### src/rtl/mem_port_arbiter.sv
// Two-lane memory-stage arbiter: serialises the lane requests onto one data-memory port, lane 0 first.
// Optional bus-ack watchdog enabled by defining MEM_ARB_TIMEOUT_EN.
module mem_port_arbiter #(
  parameter int TIMEOUT_CYCLES = 255,
  parameter int DATA_W         = 32
) (
  input  logic                   clk,
  input  logic                   rst,
  input  logic                   flash,
  input  logic [1:0]             lane_valid,
  input  logic [1:0]             lane_we,
  input  logic [1:0][3:0]        lane_be,
  input  logic [1:0][31:0]       lane_addr,
  input  logic [1:0][DATA_W-1:0] lane_wdata,
  output logic                   stall_req,
  output logic [1:0][DATA_W-1:0] lane_rdata,
  output logic                   done,
  output logic                   bus_req,
  output logic                   bus_we,
  output logic [3:0]             bus_be,
  output logic [31:0]            bus_addr,
  output logic [DATA_W-1:0]      bus_wdata,
  input  logic                   bus_ack,
  input  logic [DATA_W-1:0]      bus_rdata,
  output logic [1:0]             lane_err
);

  typedef enum logic [1:0] {IDLE, L0, L1, DONE} state_t;

  typedef struct packed {
    logic              we;
    logic [3:0]        be;
    logic [31:0]       addr;
    logic [DATA_W-1:0] wdata;
  } req_t;

  state_t                   r_state, w_next;
  req_t   [1:0]             r_req;
  logic                     r_v1;      // lane 0 valid is consumed directly by the IDLE decision
  logic                     r_abort;   // flush seen while a request is in flight
  logic [1:0][DATA_W-1:0]   r_rdata;

  logic w_inflight, w_lane, w_abort, w_to, w_ack;
  req_t w_cur;

  assign w_inflight = (r_state == L0) || (r_state == L1);
  assign w_lane     = (r_state == L1);
  assign w_cur      = r_req[w_lane];
  assign w_abort    = flash || r_abort;
  assign w_ack      = bus_ack || w_to;

  assign bus_req    = w_inflight;
  assign bus_we     = w_inflight & w_cur.we;
  assign bus_be     = w_inflight ? w_cur.be    : '0;
  assign bus_addr   = w_inflight ? w_cur.addr  : '0;
  assign bus_wdata  = w_inflight ? w_cur.wdata : '0;
  assign done       = (r_state == DONE);
  assign lane_rdata = r_rdata;
  assign stall_req  = !rst && (((r_state == IDLE) && |lane_valid && !flash) || w_inflight);

  always_comb begin
    w_next = r_state;
    case (r_state)
      IDLE: if (!flash) begin
        if (lane_valid[0])      w_next = L0;
        else if (lane_valid[1]) w_next = L1;
      end
      L0:   if (w_ack) w_next = w_abort ? IDLE : (r_v1 ? L1 : DONE);
      L1:   if (w_ack) w_next = w_abort ? IDLE : DONE;
      DONE: w_next = IDLE;
      default: w_next = IDLE;
    endcase
  end

  always_ff @(posedge clk) begin
    if (rst) begin
      r_state <= IDLE;
      r_req   <= '0;
      r_v1    <= 1'b0;
      r_abort <= 1'b0;
      r_rdata <= '0;
    end else begin
      r_state <= w_next;
      if ((r_state == IDLE) && !flash) begin
        r_v1 <= lane_valid[1];
        for (int i = 0; i < 2; i++)
          r_req[i] <= '{we: lane_we[i], be: lane_be[i], addr: lane_addr[i], wdata: lane_wdata[i]};
      end
      if (w_next == IDLE)
        r_abort <= 1'b0;
      else if (w_inflight && flash)
        r_abort <= 1'b1;
      // A watchdog expiry completes a load with zero data; cancelled accesses leave rdata alone.
      if (w_inflight && w_ack && !w_abort && !w_cur.we)
        r_rdata[w_lane] <= bus_ack ? bus_rdata : '0;
    end
  end

`ifdef MEM_ARB_TIMEOUT_EN
  localparam int CW = $clog2(TIMEOUT_CYCLES + 1);

  logic [CW-1:0] r_cnt;
  logic [1:0]    r_err;

  assign w_to     = w_inflight && !bus_ack && (r_cnt == CW'(TIMEOUT_CYCLES - 1));
  assign lane_err = r_err;

  always_ff @(posedge clk) begin
    if (rst) begin
      r_cnt <= '0;
      r_err <= '0;
    end else begin
      if (w_next != r_state)
        r_cnt <= '0;
      else if (w_inflight && !bus_ack)
        r_cnt <= r_cnt + 1'b1;
      if (w_next == IDLE)
        r_err <= '0;
      else if (w_to)
        r_err[w_lane] <= 1'b1;
    end
  end
`else
  // Watchdog absent: the limit is only referenced so the parameter stays part of the interface.
  assign w_to     = 1'b0 && (TIMEOUT_CYCLES > 0);
  assign lane_err = '0;
`endif

endmodule

### config.mk
export PLATFORM = sky130hd
export DESIGN_NAME = mem_port_arbiter
export DESIGN_NICKNAME = d
export VERILOG_FILES = /design/src/rtl/mem_port_arbiter.sv
export SDC_FILE = /design/constraint.sdc
export NUM_CORES = 1
export LEC_CHECK = 0
export CORE_MARGIN = 1.5
export CORE_UTILIZATION = 48
export CTS_CLUSTER_DIAMETER = 100
export DETAILED_ROUTE_END_ITERATION = 12
export GPL_TIMING_DRIVEN = 0
export PLACE_DENSITY = 0.86
export SYNTH_ARGS = -nofsm -noshare
export SYNTH_HDL_FRONTEND = slang
export SYNTH_SLANG_ARGS = --single-unit
### constraint.sdc
create_clock -name clk -period 2.5 [get_ports clk]
set_input_delay 0.5 -clock clk [delete_from_list [all_inputs] [get_ports clk]]
set_output_delay 0.5 -clock clk [all_outputs]
set_load 0.01 [all_outputs]
## Word level (Yosys, flattened, before mapping)

Cells that the tools add are included.

- Output and inout bits: 138
- Flip-flop bits (word level): 206
- Memories: 0
- Bits of input ports: 176
- Latch bits: 0
- Memory bits (read-only): 0
- Memory bits (writable): 0

- Add/subtract/negate cells: 0
- Shift-type cells: 0
- Reductions and logical operators: 20
- Bitwise gates (word level): 1
- Magnitude comparators: 2
- Eq/ne operators: 3
- $mul: 0
- Muxes and demuxes: 18
- Divide/modulo/power cells: 0

Operators by type and width:

| cell | number |
|---|---|
| $mux W69 | 2 |
| $mux W32 | 4 |
| $bwmux W64 | 1 |
| $demux W32 S1 | 1 |
| $mux W2 | 7 |
| $logic_and A1 B1 Y1 | 9 |
| $pmux W2 S4 | 1 |
| $eq A2 B2 Y1 const B | 2 |
| $logic_not A1 Y1 | 4 |
| $logic_not A2 Y1 | 2 |
| $mux W4 | 1 |
| $reduce_or A2 Y1 | 2 |
| $logic_or A1 B1 Y1 | 3 |
| $eq A2 B1 Y1 const B | 1 |
| $lt A1 B2 Y1 const B | 1 |
| $and A1 B1 Y1 | 1 |
| $ge A1 B1 Y1 const B | 1 |
| $mux W1 | 1 |

## Depth between registers and ports, before layout

- Depth after elaboration: 6
- Mapped depth: 8
- Depth with buffers taken out: 6

## Least setup slack after synthesis

OpenSTA, ideal clock, no wires.

- Kind: reg2out
- Start: register r_state[0]
- End: output bus_wdata[21]
- Path slack: 541 ps
- Stages on the path, launching flop included: 8
- Path buffers: 3
- Data arrival time: 1459 ps
- Cell sequence: dfxtp_1 inv_1 ha_1 buf_2 buf_4 buf_4 mux2i_1 nor2_1

- Cells in the longest elaborated chain, start to end: 4

Ends and longest elaborated chain:

| element | RTL line | text |
|---|---|---|
| start: declaration | 37 | `state_t r_state, w_next;` |
| start signal: assignment | 83 | `r_state <= w_next;` |
| $eq A2 B2 Y1 | 46, 47 |  |
| $mux W69 (implied by the code) (2 in a row) | 48 | `assign w_cur = r_req[w_lane];` |
| $mux W32 * | 56 | `assign bus_wdata = w_inflight ? w_cur.wdata : '0;` |
| end: declaration | 22 | `output logic [DATA_W-1:0] bus_wdata,` |

Every way passes the cells marked *; elsewhere a longest branch is shown, timed or not. The select of a mux whose other input is x is not followed.

## Final worst setup path

- Start: register r_state[0]
- End: output bus_addr[8]

- Cells in the longest elaborated chain, start to end: 4

Ends and longest elaborated chain:

| element | RTL line | text |
|---|---|---|
| $eq A2 B2 Y1 | 46, 47 |  |
| $mux W69 (implied by the code) (2 in a row) | 48 |  |
| $mux W32 * | 55 | `assign bus_addr = w_inflight ? w_cur.addr : '0;` |
| end: declaration | 21 | `output logic [31:0] bus_addr,` |

Marked as above.

==> flow_summary.yaml <==
final_layout:
  num-fill-cells: 1163
  multiInputGateArea_um2: 4080
  fin_nets: 1614
  area_growth_pct: 55.5
  drive_above_1_share_pct: 16.5
  final_core_util_pct: 76.0
  regArea_um2: 4130
  final_area_um2: 13100
timing:
  grt_setup_unrepaired: "yes"
  setup_ws_ps: -5.76
  finalSetupViolations: 1
  finalClockSkew_ps: 4.88
  tightest_slew_ps: 702
  finalHoldViolations: 0
  slew_headroom_pct: 53.2
  fin_crit_sh_pct: 100
  fmax_ghz: 0.399
  finalSetupTns_ps: -5.76
  maxSlewViolCount: 0
  layout_min_cycle_time_ps: 2510
cts:
  clk_path_buf_depth: 3
  htreeDepth: 1
  clk_latency_ps: 490
  clock_sinks: 206
  cts_root_buf: "clkbuf_16"
  path_clk_slew_ps: 60
  cts_tree: "built"
  cts_buffers: 22
grt:
  antenna_found_initial: 1
  grt_pass1_wl_um: 43700
  track_usage_pct: 30.3
  grt_pass1_vias: 8699
  grt_start_max_net_pins: 15
  grt_overflow: 0
hold_path:
  hold_class: "reg -> reg"
  hold_depth: 2
synthesis:
  synth_cells: 1073
  synth_area_leaders: "dfxtp_1 49%, nand2_1 18%, a21oi_1 11%, mux2i_1 8.2%, nor2_1 3.2%"
  syn_area_um2: 8430
  synth.top_cell.area_share_pct: 48.9
  synth_seq_cells: 206
  ys_types: 29
  yosysWarnings: 0
  synth.avg_cell_area_um2: 7.86
  yosysSeqAreaShare_pct: 48.9
  yosysTopAreaCell: "dfxtp_1"
run_status:
  violations: "setup timing"
  status: "finished with violations"
placed_design:
  io_buffers: 310
  hpwl_um: 20700
  placed_area_um2: 11800
  gp_congestion: 0.871
  dp_slack_ps: -500
pwr:
  p_total_mw: 8.53
  p_per_area_nw_per_um2: 651
  leakagePower_nw: 4.84
  vdd_drop_max_v: 0.000597
setup_path:
  ff2ff_path_depth: 8
  cp-end-kind: "primary output"
  reg2reg_to: "lane_rdata[16]"
  cp_max_fo: 10
  crit_end: "bus_addr[8]"
  ff2ff_setup_slack_ps: 650
  reg2reg_from: "r_state[0]"
  required_ps: 2000
  start_kind: "flop"
  arrival_ps: 2010
  startpoint: "r_state[0]"
  critical_path_class: "reg -> out"
floorplanning:
  rows: 48
  die_y_um: 136
  core_area_um2: 17200
  die_w_um: 136
  ioPinCount: 314
  dieArea_um2: 18400
  start_util_pct: 48.9
routing:
  drt_iter0_drc: 518
  drt_pass1_iterations: 5
  post-route-drc-count: 0
  final_antenna_net_count: 0
  via_per_inst: 5.27
  vias: 8825
  wl_per_cell_um: 17.8
  finalWirelength_um: 29800
run:
  drv_cap: 0
[registers in the layout (all words and copies together), names as in the netlist]
name,cells
lane_rdata,64
r_abort,1
r_req,138
r_state,2
r_v1,1
[layout make-up]
cell class,instances,area share [%]
clock buffers,32,4.88
diodes,1,0.0191
repair buffers,336,24.5
well taps,225,2.15
plain buffers,84,4.56
inverters,4,0.172
multi-input cells,779,31.2
clock inverters,8,1.07
flip-flops and latches,206,31.5
[metrics by stage]
step                      hold WS (ps)  instances
after floorplan                    436       1074
after global placement             441       1609
after detailed placement           445       1609
after CTS                          453       1662
after global routing               470       1675
final                              452       1675
[cells in the mapped netlist (all sizes together)]
cell type / n
nand2: 407
a21oi: 208
dfxtp: 206
nor2: 72
mux2i: 69
buf: 46
clkbuf: 39
ha: 5
inv: 4
nand2b: 3
o21ai: 3
nor2b: 2
a211o: 1
and3: 1
and4b: 1
conb: 1
nand3: 1
nand4b: 1
nor3b: 1
o21ba: 1
o32ai: 1
[how the worst min path moves through the flow]
stage                    from             end  slack, ps
2_1_floorplan        r_req[0]        r_req[0]        440
3_3_place_gp   lane_rdata[16]  lane_rdata[16]        440
3_5_place_dp    lane_rdata[1]   lane_rdata[1]        450
4_1_cts        lane_rdata[11]  lane_rdata[11]        450
5_1_grt             r_req[16]       r_req[16]        470
6_report       lane_rdata[13]  lane_rdata[13]        450
[what timing repair did]
item | CTS | global route
resized for setup | 220 | 95
pin swaps | 0 | 4
hold buffers | 0 | 0
endpoints found under the setup margin | 71 | 67
cloned | 1 | 2
buffers inserted | 12 | 11
[logic make-up after synthesis]
| family | share of synthesized area, % |
|---|---|
| simple gates | 22.6 |
| mux | 8.19 |
| compound gates | 14.2 |
| flops | 48.9 |
| other cells | 0.0445 |
| buf+inv | 5.36 |
| fa+ha+maj | 0.742 |
[layer usage]
metal  up-vias  share of wire [%]  global-route usage [%]
met5         -                  0                       0
met4         0                5.0                    14.6
met3        97                 10                    10.4
met2       388                 49                    53.3
met1      4147                 36                    32.4
li1       4193                  -                       -
[where the power goes]
group | internal (mW) | switching (mW) | total [mW]
registers | 3.47 | 0.121 | 3.59
clock network | 2.19 | 1.30 | 3.48
logic | 0.720 | 0.737 | 1.46
total | 6.37 | 2.16 | 8.53
[placed cells by master (no fill, tap or decap), types with 4 or more instances in the layout]
cell type and n:
a21oi_2 30, nor2_2 6, clkdlybuf4s50_1 240, buf_12 12, mux2i_2 13, buf_4 21, mux2i_4 9, nand2_1 397
clkbuf_8 8, clkbuf_16 25, clkbuf_1 36, buf_6 12, clkbuf_2 33, dfxtp_1 204, dlygate4sd2_1 4, mux2i_1 47
nor2_1 63, a21oi_1 178, buf_2 37, nand2_2 10, clkinv_2 4, clkdlybuf4s15_1 20, bufinv_16 4
[worst max-delay path: stages, from the launching register on]
cell	delay [ps]
dfxtp_4	360
inv_6	70
ha_4	230
buf_12	140
buf_12	140
mux2i_1	240
nor2_1	70
clkdlybuf4s15_1	260
Power figures use the tool's default switching activity.
